--- src/rtl/perf_counter_unit.sv ---
// Performance event counters for the PL_CPU pipeline: saturating cycle/stall/branch counters
// with a run/halt sequencer and a registered request/acknowledge read port.
module perf_counter_unit #(
    parameter int CNT_WIDTH = 32,
    parameter int SEL_WIDTH = 3
) (
    input  logic                 input_clk,
    input  logic                 rst,
    input  logic                 en,
    input  logic                 clr,
    input  logic                 hlt,
    input  logic                 stall,
    input  logic                 bp_valid,
    input  logic                 bp_miss,
    input  logic                 rd_req,
    input  logic [SEL_WIDTH-1:0] rd_sel,
    output logic                 rd_ack,
    output logic [CNT_WIDTH-1:0] rd_data,
    output logic                 running,
    output logic                 halted
);

    // state  | meaning
    // IDLE   | waiting for en, nothing counted
    // RUN    | counting every cycle in which hlt is low
    // HALT   | counts frozen until clr
    typedef enum logic [1:0] {
        ST_IDLE = 2'd0,
        ST_RUN  = 2'd1,
        ST_HALT = 2'd2
    } state_t;

    localparam int N_CNT = 4;

    state_t               r_state;
    logic                 r_running;
    logic                 r_halted;
    logic [CNT_WIDTH-1:0] r_cnt [N_CNT];
    logic [N_CNT-1:0]     r_ovf;
    logic                 r_rd_ack;
    logic [CNT_WIDTH-1:0] r_rd_data;

    logic                 w_count_en;
    logic [N_CNT-1:0]     w_inc;
    logic                 w_rd_accept;
    logic [CNT_WIDTH-1:0] w_executed;
    logic [CNT_WIDTH-1:0] w_status;
    logic [CNT_WIDTH-1:0] w_sel_value;

    always_ff @(posedge input_clk or negedge rst) begin
        if (!rst) begin
            r_state   <= ST_IDLE;
            r_running <= 1'b0;
            r_halted  <= 1'b0;
        end else if (clr) begin
            r_state   <= ST_IDLE;
            r_running <= 1'b0;
            r_halted  <= 1'b0;
        end else begin
            case (r_state)
                ST_IDLE: begin
                    if (en) begin
                        r_state   <= ST_RUN;
                        r_running <= 1'b1;
                    end
                end
                ST_RUN: begin
                    if (hlt) begin
                        r_state   <= ST_HALT;
                        r_running <= 1'b0;
                        r_halted  <= 1'b1;
                    end
                end
                ST_HALT: begin
                    r_state <= ST_HALT;
                end
                default: begin
                    r_state   <= ST_IDLE;
                    r_running <= 1'b0;
                    r_halted  <= 1'b0;
                end
            endcase
        end
    end

    // The retiring halt itself is excluded, so a halted count matches the last RUN cycle.
    assign w_count_en = (r_state == ST_RUN) && !hlt;
    assign w_inc      = {bp_valid & bp_miss, bp_valid, stall, 1'b1};

    always_ff @(posedge input_clk or negedge rst) begin
        if (!rst) begin
            for (int i = 0; i < N_CNT; i++) r_cnt[i] <= '0;
            r_ovf <= '0;
        end else if (clr) begin
            for (int i = 0; i < N_CNT; i++) r_cnt[i] <= '0;
            r_ovf <= '0;
        end else if (w_count_en) begin
            for (int i = 0; i < N_CNT; i++) begin
                if (w_inc[i]) begin
                    if (&r_cnt[i]) r_ovf[i] <= 1'b1;
                    else           r_cnt[i] <= r_cnt[i] + CNT_WIDTH'(1);
                end
            end
        end
    end

    assign w_executed = r_cnt[0] - r_cnt[1];
    // Narrow builds keep only the low bits of the status word.
    assign w_status   = CNT_WIDTH'({r_ovf, r_halted, r_running});

    always_comb begin
        w_sel_value = '0;
        case (rd_sel)
            SEL_WIDTH'(0): w_sel_value = r_cnt[0];
            SEL_WIDTH'(1): w_sel_value = r_cnt[1];
            SEL_WIDTH'(2): w_sel_value = r_cnt[2];
            SEL_WIDTH'(3): w_sel_value = r_cnt[3];
            SEL_WIDTH'(4): w_sel_value = w_executed;
            SEL_WIDTH'(5): w_sel_value = w_status;
            default:       w_sel_value = '0;
        endcase
    end

    // Read path ignores clr so a read accepted alongside clr returns the pre-clear value.
    assign w_rd_accept = rd_req && !r_rd_ack;

    always_ff @(posedge input_clk or negedge rst) begin
        if (!rst) begin
            r_rd_ack  <= 1'b0;
            r_rd_data <= '0;
        end else if (w_rd_accept) begin
            r_rd_ack  <= 1'b1;
            r_rd_data <= w_sel_value;
        end else begin
            r_rd_ack  <= 1'b0;
        end
    end

    assign rd_ack  = r_rd_ack;
    assign rd_data = r_rd_data;
    assign running = r_running;
    assign halted  = r_halted;

endmodule

--- config.mk ---
export PLATFORM = sky130hd
export DESIGN_NAME = perf_counter_unit
export DESIGN_NICKNAME = d
export VERILOG_FILES = /design/src/rtl/perf_counter_unit.sv
export SDC_FILE = /design/constraint.sdc
export NUM_CORES = 1
export LEC_CHECK = 0
export ABC_AREA = 1
export BUFFER_PORTS_ARGS = -buffer_cell sky130_fd_sc_hd__buf_2
export CAP_MARGIN = 20
export CORE_MARGIN = 2
export CORE_UTILIZATION = 61
export CTS_BUF_LIST = sky130_fd_sc_hd__clkbuf_8
export DETAILED_ROUTE_END_ITERATION = 7
export GPL_TIMING_DRIVEN = 1
export PLACE_DENSITY = 0.79
export SYNTH_ARGS = -nofsm -noshare
export SYNTH_HDL_FRONTEND = slang
export SYNTH_SLANG_ARGS = --single-unit
export TNS_END_PERCENT = 5
--- constraint.sdc ---
create_clock -name input_clk -period 4 [get_ports input_clk]
set_input_delay 0.8 -clock input_clk [delete_from_list [all_inputs] [get_ports input_clk]]
set_output_delay 0.8 -clock input_clk [all_outputs]
set_load 0.05 [all_outputs]
# Word level (Yosys, flattened, before mapping)
# Index checks and enable logic that the tools add are counted.
# W data, S select, Z words.
[word_totals]
output_inout_bits = 35
in_bits = 12
ff_bits = 169
[classes]
add_sub_neg = 5
n_eq_ne = 15
mux = 31
bitwise_logic = 1
reduce_logical = 30
[op_table]
columns = ["operator", "count"]
rows = [
  ["$mux W128", 2],
  ["$mux W32", 7],
  ["$pmux W32 S6", 1],
  ["$add A32 B1 Y32 const B", 4],
  ["$reduce_and A32 Y1", 4],
  ["$sub A32 B32 Y32", 1],
  ["$reduce_and A3 Y1", 7],
  ["$reduce_bool A2 Y1", 8],
  ["$mux W1", 13],
  ["$ne A2 B2 Y1 const B", 5],
  ["$mux W4", 2],
  ["$reduce_and A2 Y1", 4],
  ["$eq A3 B2 Y1 const B", 2],
  ["$eq A3 B3 Y1 const B", 2],
  ["$mux W2", 3],
  ["$ne A3 B3 Y1 const B", 2],
  ["$pmux W2 S3", 1],
  ["$eq A3 B1 Y1 const B", 1],
  ["$logic_not A3 Y1", 1],
  ["$pmux W1 S3", 1],
  ["$eq A2 B1 Y1 const B", 1],
  ["$eq A2 B2 Y1 const B", 1],
  ["$logic_and A1 B1 Y1", 2],
  ["$logic_not A1 Y1", 2],
  ["other kinds (5)", 5],
]

# Depth between registers and ports, before layout
# Gate-level depths: netlist (run 1).
[logic_depth]
ltp_word = 5
mapped_depth = 16
ltp_nobuf = 16

# Worst setup path before layout (run 1)
# OpenSTA, ideal clock, no wires.
[synth_path]
path_kind = "input to register"
start = "input r_cnt[64] in the netlist's numbering"
end = "register r_cnt[85] in the netlist's numbering"
cell_stages = 13
arrival_time_ns = 1.958
t_required_ns = 3.917
n_path_buf = 1
setup_time_ns = 0.083
path_slack_ns = 1.960
cell_sequence = "dfrtp_1 > ha_1 > nand3_2 > nor2_2 > nand4_1 > nor2_1 > nand2_1 > nand2_2 > inv_2 > nor2_4 > inv_1 > clkbuf_1 > o21ai_0"
[synth_via]
elab_chain_cells = 5
elab_cells_between_ends = 8
[synth_lines]
columns = ["element", "line", "rtl"]
rows = [
  ["from (decl)", "38", "logic [CNT_WIDTH-1:0] r_cnt [N_CNT];"],
  ["$add A32 B1 Y32", "101", "else r_cnt[i] <= r_cnt[i] + CNT_WIDTH'(1);"],
  ["$mux W32", "100", "if (&r_cnt[i]) r_ovf[i] <= 1'b1;"],
  ["$mux W32", "99", "if (w_inc[i]) begin"],
  ["$mux W128", "97", "end else if (w_count_en) begin"],
  ["$mux W128", "94", "end else if (clr) begin"],
]
# Several ways; a longest one is shown, not always the timed one. The select of a mux whose other input is x is not followed.
# A chain may end at the register's enable or synchronous reset.

# Final worst setup path (run 1)
[layout_path]
start = "input r_cnt[97] in the netlist's numbering"
end = "register r_cnt[127] in the netlist's numbering"
[layout_via]
elab_chain_cells = 4
elab_cells_between_ends = 7
[layout_lines]
columns = ["element", "line"]
rows = [
  ["$add A32 B1 Y32", "101"],
  ["$mux W32", "100"],
  ["$mux W128", "97"],
  ["$mux W128", "94"],
]
# Several ways; a longest one is shown, not always the timed one. The select of a mux whose other input is x is not followed.

==> out/qor.tcl, run 1 <==
set qor(postSynthRegisterBits) 169
set qor(final.setup.tns_ps) 0
set qor(die-height_um) 152
set qor(crit-reg2reg-launch) {r_cnt[97]}
set qor(global_route_wire_length_before_repair_mm) 76.7
set qor(critical_path_start) {r_cnt[97]}
set qor(vias) 15000
set qor(run_status) {complete, no violations}
set qor(sw_share_pct) 35.0
set qor(synth_seq_area_share_pct) 31.8
set qor(initial_core_util_pct) 61.5
set qor(synth_common_cells) {713 x nand2_1, 280 x inv_1, 176 x nor2_1}
set qor(timing.hold.worst.class) {input pin to async pin}
set qor(post-layout-total-power_mw) 3.56
set qor(totalWireLength_mm) 50.7
set qor(gp_congestion) 1.05
set qor(ir_drop_mv) 0.252
set qor(final_nets) 2183
set qor(synthDistinctLibCells) 42
set qor(io-pin-count) 47
set qor(grt_usage_pct) 44.8
set qor(drive_above_1_share_pct) 6.25
set qor(grt_start_max_net_pins) 96
set qor(initial_antenna_violation_count) 2
set qor(cp.required_ps) 4410
set qor(die_area_mm2) 0.0230
set qor(first_global_vias) 13500
set qor(avgSynthCellArea_um2) 6.30
set qor(worstMarginPinSlew_ps) 1190
set qor(routed_wire_length_per_instance_um) 20.9
set qor(synth.top_cells.by_area) {dfrtp_1 32%, nand2_1 20%, inv_1 7.9%}
set qor(most_area_hungry_cell_type_in_the_yosys_netlist) {dfrtp_1}
set qor(finalCriticalPeriod_ps) 3280
set qor(cell_count_post_placement) 2393
set qor(switching_power_mw) 1.25
set qor(critical_path_arrival_ps) 3690
set qor(maxCapViolCount) 0
set qor(drt_pass1_iterations) 6
set qor(yosys_warnings) 0
set qor(num_rows) 54
set qor(cts_hold_buf) 0
set qor(synth_edf_count) 0
set qor(finalHoldWorstSlack_ps) 278
set qor(clk_latency_ps) 490
set qor(worst-path-max-fanout) 23
set qor(cts_max_path_buffers) 2
set qor(syn_nets) 2161
set qor(drtAntennaViolNets) 0
set qor(total_leakage_power_nw) 6.74
set qor(skew_ps) 15.8
set qor(dieWidth_um) 152
set qor(power.share.combinational_pct) 16.4
set qor(final.period_utilization_pct) 82.0
set qor(crit_type) {flop to flop}
set qor(synthFlopType) {dfrtp_1}
set qor(ctsRootBufferMaster) {clkbuf_8}
set qor(synth-async-reset-ratio_pct) 100
set qor(synth.most_common_cell) {nand2_1}
set qor(clock_tree_from_tritoncts) {yes}
set qor(numCtsBuffers) 17
set qor(worstSetupStartpointType) {flop}
set qor(hold_violations) 0
set qor(syn_to_final_growth_pct) 6.15
set qor(synth_top_area_share_pct) 31.8
set qor(drc) 0
set qor(cts_sinks) 169
set qor(p_int_mw) 2.31
set qor(core_footprint_mm2) 0.0216
set qor(power_density_mw_per_mm2) 252
set qor(finalMaxSlewViolations) 0
set qor(port-buffer-count) 46
set qor(power.share.sequential_pct) 50.3
set qor(post_cts_buffers) 0
set qor(final_util_pct) 65.3
set qor(mappedNetlistArea_mm2) 0.0133
set qor(clock_power_share_pct) 33.3
set qor(cts.reportedPaths.clkPinSlew_ps) 110
set qor(cts.repair.resized) 0
set qor(finalNonFillerCells) 2427
set qor(synth_cells) 2110
set qor(report.final.setup_viol) 0
set qor(gr-total-overflow) 0
set qor(routed_via_density) 6.16
set qor(htree_levels) 4
set qor(slew-limit-headroom_pct) 21.0
set qor(achievable-frequency_ghz) 0.305
set qor(detailed_place_hpwl_mm) 39.0
set qor(setup_repair_after_global_routing_missed_its_margin) {false}
set qor(timing.critical_path.to_type) {flop}
set qor(drt_iter0_markers) 1890
power groups by stage:
stage               combinational, mW  clock (mW)  sequential (mW)
floorplan                       0.304           0             1.89
global placement                0.557           0             1.82
detailed placement              0.568           0             1.82
CTS                             0.569        1.18             1.79
global route                    0.640        1.24             1.79
finish                          0.584        1.18             1.79
layout by cell type (no fill, tap or decap), types with 25 or more instances in the layout:
| cell | instances |
|---|---|
| nand4_1 | 72 |
| o22ai_1 | 25 |
| ha_1 | 38 |
| dfrtp_1 | 169 |
| a21oi_1 | 41 |
| o21ai_0 | 108 |
| nand2_1 | 713 |
| nand3_1 | 173 |
| xor2_1 | 31 |
| buf_2 | 45 |
| nor2_1 | 175 |
| nor3_1 | 72 |
| inv_1 | 281 |
sequential cells by signal, summed over array words and instances, names as in the netlist:
name	cells
halted	1
running	1
r_state	2
r_cnt	128
r_ovf	4
rd_ack	1
rd_data	32
layer usage:
metal	GRT usage, %	up-vias	share of wire (%)
li1	-	6927	-
met1	55.5	6814	37
met2	68.7	947	43
met3	11.7	262	11
met4	29.7	0	8.1
met5	0	-	0
final timing paths:
kind / endpoint / slack, ps / cells past startpoint
max reg2reg: r_cnt[127] / 720 / 12
min reg2reg: rd_data[21] / 480 / 2
min: r_cnt[90] / 280 / 1
max in group asynchronous: rd_data[5] / 2710 / 2
min in group input_clk: rd_data[21] / 480 / 2
max: r_cnt[127] / 720 / 12
cell type report:
| cell class | count | area [um^2] |
|---|---|---|
| fill | 2059 | 7500 |
| sequential | 169 | 4230 |
| tap | 280 | 350 |
| multi-input combinational | 1595 | 7750 |
| clock buffer | 17 | 234 |
| antenna | 2 | 5.00 |
| inverter | 290 | 1090 |
| clock inverter | 15 | 118 |
| timing repair buffer | 59 | 347 |
metrics by stage:
step                      setup WS [ps]  cell area (um^2)
after floorplan                    1960             13300
after global placement              935             13800
after detailed placement            860             13800
after CTS                           846             14100
after global routing                575             14100
final                               721             14100
cell families after synthesis:
kind of cell	after synthesis	share of synthesized area (%)
adder cells (fa/ha/maj)	39	3.72
AND/OR/NAND/NOR	1263	40.8
XOR/XNOR	45	2.96
flip-flops	169	31.8
buffers and inverters	346	9.97
AO/OA/AOI/OAI	248	10.8
critical path: stages (launching register included):
cell	delay (ps)
dfrtp_1	530
ha_1	250
inv_1	90
nor3_2	300
nand2_2	180
nor2_4	160
nand2_1	80
nor3_2	250
nor2_2	50
buf_4	230
nor2_4	450
inv_2	360
o21ai_0	270
(Power assumes the default switching activity.)
==> run 2: changes to the inputs <==
--- a/config.mk
+++ b/config.mk
@@ -9,7 +9,7 @@
 export BUFFER_PORTS_ARGS = -buffer_cell sky130_fd_sc_hd__buf_2
 export CAP_MARGIN = 20
 export CORE_MARGIN = 2
-export CORE_UTILIZATION = 61
+export CORE_UTILIZATION = 59
 export CTS_BUF_LIST = sky130_fd_sc_hd__clkbuf_8
 export DETAILED_ROUTE_END_ITERATION = 7
 export GPL_TIMING_DRIVEN = 1
==> constraint.sdc (replaced) <==
create_clock -name input_clk -period 2.8 [get_ports input_clk]
set_input_delay 0.56 -clock input_clk [delete_from_list [all_inputs] [get_ports input_clk]]
set_output_delay 0.56 -clock input_clk [all_outputs]
set_load 0.05 [all_outputs]
==> run 2 against run 1 <==
Compared with the run above:
- the flow now finishes with violations (hold timing)
- first-iteration DRC count is 4.8% higher
- clock-buffer cell count stayed put
- clock power is 53% higher
- worst setup slack worse by 590 ps
- global-route usage is 0.27 points lower
- wire length is 3.9% higher
- register-to-register slack worse by 590 ps
- clock skew is 7.5 ps higher
- via count is 2.0% higher
- combinational power is 50% higher
- flip-flop and latch count stayed put
- total power is 47% higher
- critical endpoint is now r_cnt[65]
- largest cell class unchanged
==> out/qor.tcl, run 2 (synthesis results as in run 1) <==
set qor(commonest_non_fill_non_tap_cell_in_the_layout) {nand2_1} ;# unchanged
set qor(cts.reportedPaths.clkPinSlew_ps) 110 ;# about the same
set qor(drtAntennaViolNets) 0 ;# unchanged
set qor(drc) 0 ;# unchanged
set qor(final_nets) 2232 ;# was 2183
set qor(first_global_vias) 14200 ;# was 13500
set qor(cts_sinks) 169 ;# unchanged
set qor(grt_usage_pct) 44.5 ;# was 44.8%
set qor(finalHoldWorstSlack_ps) -6.53 ;# was 278 ps
set qor(num_rows) 54 ;# unchanged
set qor(ctsRootBufferMaster) {clkbuf_8} ;# unchanged
set qor(final.setup.tns_ps) 0 ;# unchanged
set qor(initial_antenna_violation_count) 5 ;# was 2
set qor(core_footprint_mm2) 0.0220 ;# was 0.0216 mm^2
set qor(global_route_wire_length_before_repair_mm) 80.5 ;# was 76.7 mm
set qor(gr-total-overflow) 0 ;# unchanged
set qor(syn_to_final_growth_pct) 9.44 ;# was 6.15%
set qor(die_area_mm2) 0.0238 ;# was 0.0230 mm^2
set qor(die-height_um) 154 ;# was 152 um
set qor(io-pin-count) 47 ;# unchanged
set qor(skew_ps) 23.3 ;# was 15.8 ps
set qor(achievable-frequency_ghz) 0.375 ;# was 0.305 GHz
set qor(max_reg_flops) 128 ;# unchanged
set qor(worstMarginPinSlew_ps) 925 ;# was 1190 ps
set qor(timing.critical_path.to_type) {flop} ;# unchanged
set qor(hold_violations) 4 ;# was 0
set qor(cts_max_path_buffers) 2 ;# unchanged
set qor(clock_tree_from_tritoncts) {yes} ;# unchanged
set qor(run_status) {complete, but fails checks} ;# was complete, no violations
set qor(routed_wire_length_per_instance_um) 21.3 ;# was 20.9 um
set qor(dieWidth_um) 154 ;# was 152 um
set qor(post-route-cell-area_mm2) 0.0146 ;# was 0.0141 mm^2
set qor(critical_path_arrival_ps) 3070 ;# was 3690 ps
set qor(htree_levels) 4 ;# unchanged
set qor(maxCapViolCount) 0 ;# unchanged
set qor(drt_pass1_iterations) 6 ;# unchanged
set qor(worst-path-max-fanout) 12 ;# was 23
set qor(numCtsBuffers) 17 ;# unchanged
set qor(grt_start_max_net_pins) 67 ;# was 96
set qor(finalMaxSlewViolations) 0 ;# unchanged
set qor(gp_congestion) 1.05 ;# about the same
set qor(worstSetupStartpointType) {flop} ;# unchanged
set qor(top_register) {r_cnt} ;# unchanged
set qor(crit_type) {flop to flop} ;# unchanged
set qor(report.final.setup_viol) 0 ;# unchanged
set qor(ir_drop_mv) 0.307 ;# was 0.252 mV
set qor(mostFrequentLayoutCells) {713 x nand2_1, 279 x inv_1, 175 x nor2_1} ;# was 713 x nand2_1, 281 x inv_1, 175 x nor2_1
set qor(drt_iter0_markers) 1980 ;# was 1890
set qor(vias) 15200 ;# was 15000
set qor(detailed_place.area_mm2) 0.0142 ;# was 0.0138 mm^2
set qor(initial_core_util_pct) 60.6 ;# was 61.5%
set qor(post-layout-total-power_mw) 5.24 ;# was 3.56 mW
set qor(setup_repair_after_global_routing_missed_its_margin) {false} ;# unchanged
set qor(cp.required_ps) 3200 ;# was 4410 ps
set qor(slew-limit-headroom_pct) 38.3 ;# was 21.0%
set qor(final.period_utilization_pct) 95.3 ;# was 82.0%
set qor(port-buffer-count) 46 ;# unchanged
set qor(drive_above_1_share_pct) 8.44 ;# was 6.25%
set qor(totalWireLength_mm) 52.7 ;# was 50.7 mm
set qor(detailed_place_hpwl_mm) 41.1 ;# was 39.0 mm
set qor(finalCriticalPeriod_ps) 2670 ;# was 3280 ps
set qor(cts.repair.resized) 0 ;# unchanged
set qor(routed_via_density) 6.16 ;# about the same
set qor(violations) {hold timing}
set qor(post_cts_buffers) 0 ;# unchanged
set qor(power_density_mw_per_mm2) 360 ;# was 252 mW/mm^2
set qor(timing.hold.worst.class) {input pin to async pin} ;# unchanged
set qor(total_leakage_power_nw) 6.98 ;# was 6.74 nW
set qor(cts_hold_buf) 0 ;# unchanged
set qor(clk_latency_ps) 500 ;# was 490 ps
## run 2: changes by cell type in the layout (fill, tap and decap cells not counted)
cell	before	now
buf_4	12	57
buf_12	1	4
clkinv_2	3	0
clkinv_8	0	2
clkinvlp_4	2	4
inv_1	281	279
inv_8	2	4
dfrtp_1	169	168
dfrtp_2	0	1
inv_6	6	5
## run 2: power breakdown
part           switching [mW]  internal [mW]
combinational           0.671          0.206
clock                    1.15          0.662
sequential             0.0575           2.50
total                    1.88           3.36
## run 2: path summary, 6_finish.rpt
kind | start | endpoint | slack (ps) | cells after the start
max | r_cnt[65] | r_cnt[65] | 130 | 11
min | rst | r_cnt[71] | -7 | 1
min reg2reg | rd_data[23] | rd_data[23] | 490 | 2
max reg2reg | r_cnt[65] | r_cnt[65] | 130 | 11
max in group asynchronous | rst | r_cnt[98] | 2030 | 2
min in group input_clk | hlt | r_cnt[97] | 400 | 4
## run 2: layout make-up
| cell class | instances | area (um^2) |
|---|---|---|
| Antenna cell | 2 | 5.00 |
| Clock buffer | 17 | 234 |
| Clock inverter | 14 | 145 |
| Fill cell | 2061 | 7400 |
| Inverter | 290 | 1090 |
| Multi-Input combinational cell | 1595 | 7750 |
| Sequential cell | 169 | 4230 |
| Tap cell | 280 | 350 |
| Timing Repair Buffer | 107 | 744 |
| Timing Repair inverter | 1 | 7.51 |
## run 2: worst max-delay path: stages, from the launching register on
cell        delay (ps)
dfrtp_1            550
ha_1               320
nand3_2            180
nor2_2             140
nand4_1             90
nor2_1             170
nand2_1             90
nand2_2            180
inv_2               70
nor2_4             190
clkinvlp_4         300
o21ai_0            280
## run 2: through the flow
stage / util (%) / hold slack (ps) / std cells / setup WS (ps)
6_report: 66.3 / -6.53 / 2475 / 131
3_3_place_gp: 64.5 / 457 / 2441 / 241
4_1_cts: 66.2 / 23.0 / 2472 / 136
2_1_floorplan: - / 264 / 2110 / 760
5_1_grt: 66.3 / 17.7 / 2473 / 32.4
3_5_place_dp: 64.5 / 461 / 2441 / 159
## run 2: routing by layer
layer,track usage (%),vias up,part of all wire (%)
met3,10.6,229,11
met2,69.8,1023,44
li1,-,7004,-
met5,0,-,0.080
met4,31.4,6,8.2
met1,54.0,6983,37
==> run 3: changes to the inputs <==
--- a/config.mk
+++ b/config.mk
@@ -9,7 +9,7 @@
 export BUFFER_PORTS_ARGS = -buffer_cell sky130_fd_sc_hd__buf_2
 export CAP_MARGIN = 20
 export CORE_MARGIN = 2
-export CORE_UTILIZATION = 59
+export CORE_UTILIZATION = 61
 export CTS_BUF_LIST = sky130_fd_sc_hd__clkbuf_8
 export DETAILED_ROUTE_END_ITERATION = 7
 export GPL_TIMING_DRIVEN = 1
==> constraint.sdc (replaced) <==
create_clock -name input_clk -period 3.4 [get_ports input_clk]
set_input_delay 0.68 -clock input_clk [delete_from_list [all_inputs] [get_ports input_clk]]
set_output_delay 0.68 -clock input_clk [all_outputs]
set_load 0.05 [all_outputs]
==> run 3 against run 2 <==
Compared with the run above:
- the run now ends clean
- die area shrank 3.2%
- final area decreased by 1.9%
- critical path depth did not move
- combinational power shrank 21%
- flip-flop and latch count is the same
- register-to-register slack improved by 60 ps
- total power down 14%
- critical path type unchanged
- cell count is 1.6% lower
- utilization fell by 0.24 points
- fmax fell by 17%
- critical endpoint is now r_cnt[89]
==> out/qor.tcl, run 3 (synthesis results as in run 1) <==
set qor(total_leakage_power_nw) 6.82 ;# was 6.98 nW
set qor(final_util_pct) 66.1 ;# was 66.3%
set qor(final_nets) 2194 ;# was 2232
set qor(drt_iter0_markers) 1678 ;# was 1980
set qor(power.share.sequential_pct) 46.7 ;# was 48.7%
set qor(first_global_vias) 13700 ;# was 14200
set qor(cts.reportedPaths.clkPinSlew_ps) 110 ;# about the same
set qor(cts_hold_buf) 0 ;# unchanged
set qor(maxCapViolCount) 0 ;# unchanged
set qor(worstSetupStartpointType) {flop} ;# unchanged
set qor(clk_latency_ps) 490 ;# was 500 ps
set qor(cpPeakStageDelay_ps) 580 ;# was 550 ps
set qor(vias) 15100 ;# was 15200
set qor(p_int_mw) 3.02 ;# was 3.36 mW
set qor(timing.critical_path.to_type) {flop} ;# unchanged
set qor(routed_via_density) 6.21 ;# was 6.16
set qor(critical_path_arrival_ps) 3590 ;# was 3070 ps
set qor(power.share.combinational_pct) 15.4 ;# was 16.7%
set qor(initial_core_util_pct) 61.5 ;# was 60.6%
set qor(cts_sinks) 169 ;# unchanged
set qor(power_density_mw_per_mm2) 315 ;# was 360 mW/mm^2
set qor(gr-total-overflow) 0 ;# unchanged
set qor(ff2ff_path_depth) 11 ;# unchanged
set qor(detailed_place.area_mm2) 0.0138 ;# was 0.0142 mm^2
set qor(numCtsBuffers) 17 ;# unchanged
set qor(hold_violations) 0 ;# was 4
set qor(grt_most_used_layer) {met2} ;# unchanged
set qor(final.setup.tns_ps) 0 ;# unchanged
set qor(skew_ps) 27.4 ;# was 23.3 ps
set qor(die_area_mm2) 0.0230 ;# was 0.0238 mm^2
set qor(drc) 0 ;# unchanged
set qor(report.final.setup_viol) 0 ;# unchanged
set qor(cts.repair.resized) 0 ;# unchanged
set qor(ir_drop_mv) 0.246 ;# was 0.307 mV
set qor(r2r_setup_slack_ps) 190 ;# was 130 ps
set qor(mostFrequentLayoutCells) {713 x nand2_1, 281 x inv_1, 175 x nor2_1} ;# was 713 x nand2_1, 279 x inv_1, 175 x nor2_1
set qor(totalWireLength_mm) 51.1 ;# was 52.7 mm
set qor(drive_above_1_share_pct) 6.68 ;# was 8.44%
set qor(grtUsageMet1_pct) 56.8 ;# was 54.0%
set qor(grt_usage_pct) 45.0 ;# was 44.5%
set qor(port-buffer-count) 46 ;# unchanged
set qor(crit-reg2reg-launch) {r_cnt[64]} ;# was r_cnt[65]
set qor(cts_max_path_buffers) 2 ;# unchanged
set qor(crit_type) {flop to flop} ;# unchanged
set qor(gr_util_met2_pct) 66.5 ;# was 69.8%
set qor(clock_tree_from_tritoncts) {yes} ;# unchanged
set qor(worstMarginPinSlew_ps) 1030 ;# was 925 ps
set qor(final.period_utilization_pct) 94.5 ;# was 95.3%
set qor(htree_levels) 4 ;# unchanged
set qor(detailed_place_hpwl_mm) 39.7 ;# was 41.1 mm
set qor(num_rows) 54 ;# unchanged
set qor(worstReg2RegEnd) {r_cnt[89]} ;# was r_cnt[65]
set qor(post-route-cell-area_mm2) 0.0143 ;# was 0.0146 mm^2
set qor(achievable-frequency_ghz) 0.311 ;# was 0.375 GHz
set qor(drtAntennaViolNets) 0 ;# unchanged
set qor(switching_power_mw) 1.48 ;# was 1.88 mW
set qor(finalMaxSlewViolations) 0 ;# unchanged
set qor(routed_wire_length_per_instance_um) 21.0 ;# was 21.3 um
set qor(sw_share_pct) 32.9 ;# was 35.8%
set qor(worst-path-max-fanout) 32 ;# was 12
set qor(io-pin-count) 47 ;# unchanged
set qor(gp_congestion) 1.07 ;# was 1.05
set qor(top_register) {r_cnt} ;# unchanged
set qor(grt_start_max_net_pins) 88 ;# was 67
set qor(max_reg_flops) 128 ;# unchanged
set qor(setup_repair_after_global_routing_missed_its_margin) {false} ;# unchanged
set qor(clock_power_share_pct) 37.9 ;# was 34.5%
set qor(core_footprint_mm2) 0.0216 ;# was 0.0220 mm^2
set qor(timing.hold.worst.class) {input pin to async pin} ;# unchanged
set qor(slew-limit-headroom_pct) 31.1 ;# was 38.3%
set qor(syn_to_final_growth_pct) 7.37 ;# was 9.44%
set qor(post_cts_buffers) 0 ;# unchanged
set qor(library_cell_contributing_the_largest_single_delay_on_the_critical_path) {dfrtp_1} ;# unchanged
set qor(groute.layer.met3.usage_pct) 11.2 ;# was 10.6%
set qor(ctsRootBufferMaster) {clkbuf_8} ;# unchanged
set qor(commonest_non_fill_non_tap_cell_in_the_layout) {nand2_1} ;# unchanged
set qor(cp.required_ps) 3780 ;# was 3200 ps
set qor(drt_pass1_iterations) 7 ;# was 6
set qor(die-height_um) 152 ;# was 154 um
set qor(initial_antenna_violation_count) 1 ;# was 5
set qor(run_status) {complete, no violations} ;# was complete, but fails checks
set qor(crit_chain) {ha_1, nand3_2, nor2_2, nand4_1, nor2_1, nand2_1, nand2_2, inv_2, nor2_4, inv_1, o21ai_0} ;# was ha_1, nand3_2, nor2_2, nand4_1, nor2_1, nand2_1, nand2_2, inv_2, nor2_4, clkinvlp_4, o21ai_0
set qor(global_route_wire_length_before_repair_mm) 77.5 ;# was 80.5 mm
set qor(dieWidth_um) 152 ;# was 154 um
set qor(finalCriticalPeriod_ps) 3210 ;# was 2670 ps
run 3: power by group through the flow:
stage | registers [mW] | logic (mW) | clock network (mW)
after floorplan | 2.22 | 0.358 | 0
after global placement | 2.14 | 0.659 | 0
after detailed placement | 2.14 | 0.675 | 0
after CTS | 2.10 | 0.678 | 1.69
after global routing | 2.11 | 0.747 | 1.77
final | 2.10 | 0.694 | 1.70
run 3: area by class of cell:
| type | count | area [um^2] |
|---|---|---|
| clock inverters | 14 | 213 |
| multi-input cells | 1595 | 7750 |
| flip-flops and latches | 169 | 4230 |
| inverters | 290 | 1090 |
| repair buffers | 70 | 417 |
| well taps | 280 | 350 |
| diodes | 1 | 2.50 |
| clock buffers | 17 | 234 |
| fillers | 2047 | 7340 |
run 3: worst max-delay path by stage:
stage / slack [ps] / startpoint / depth (start not counted) / endpoint
after global placement: 490 / r_cnt[65] / 11 / r_cnt[94]
after detailed placement: 340 / r_cnt[64] / 11 / r_cnt[95]
after floorplan: 1360 / r_cnt[64] / 12 / r_cnt[85]
final: 190 / r_cnt[64] / 11 / r_cnt[89]
after global routing: 30 / r_cnt[64] / 11 / r_cnt[95]
after CTS: 310 / r_cnt[64] / 11 / r_cnt[95]
run 3: through the flow:
step	worst slack (ps)	power (mW)	hold WS, ps	std cells
final	187	4.50	242	2436
after global routing	32.6	4.63	297	2435
after global placement	494	2.80	456	2404
after detailed placement	341	2.82	460	2404
after floorplan	1360	2.58	384	2110
after CTS	310	4.47	286	2435
run 3: metal layers:
metal / vias to the layer above / share of wire [%]
li1: 6927 / -
met1: 6930 / 37
met2: 1023 / 43
met3: 242 / 12
met4: 0 / 9.1
met5: - / 0
run 3: critical path, delay by kind of cell (launching register included):
family                   cells  cell delay, ps
AND/OR/NAND/NOR              7            1200
buffers and inverters        2             650
flip-flops                   1             580
AO/OA/AOI/OAI                1             360
adder cells (fa/ha/maj)      1             300
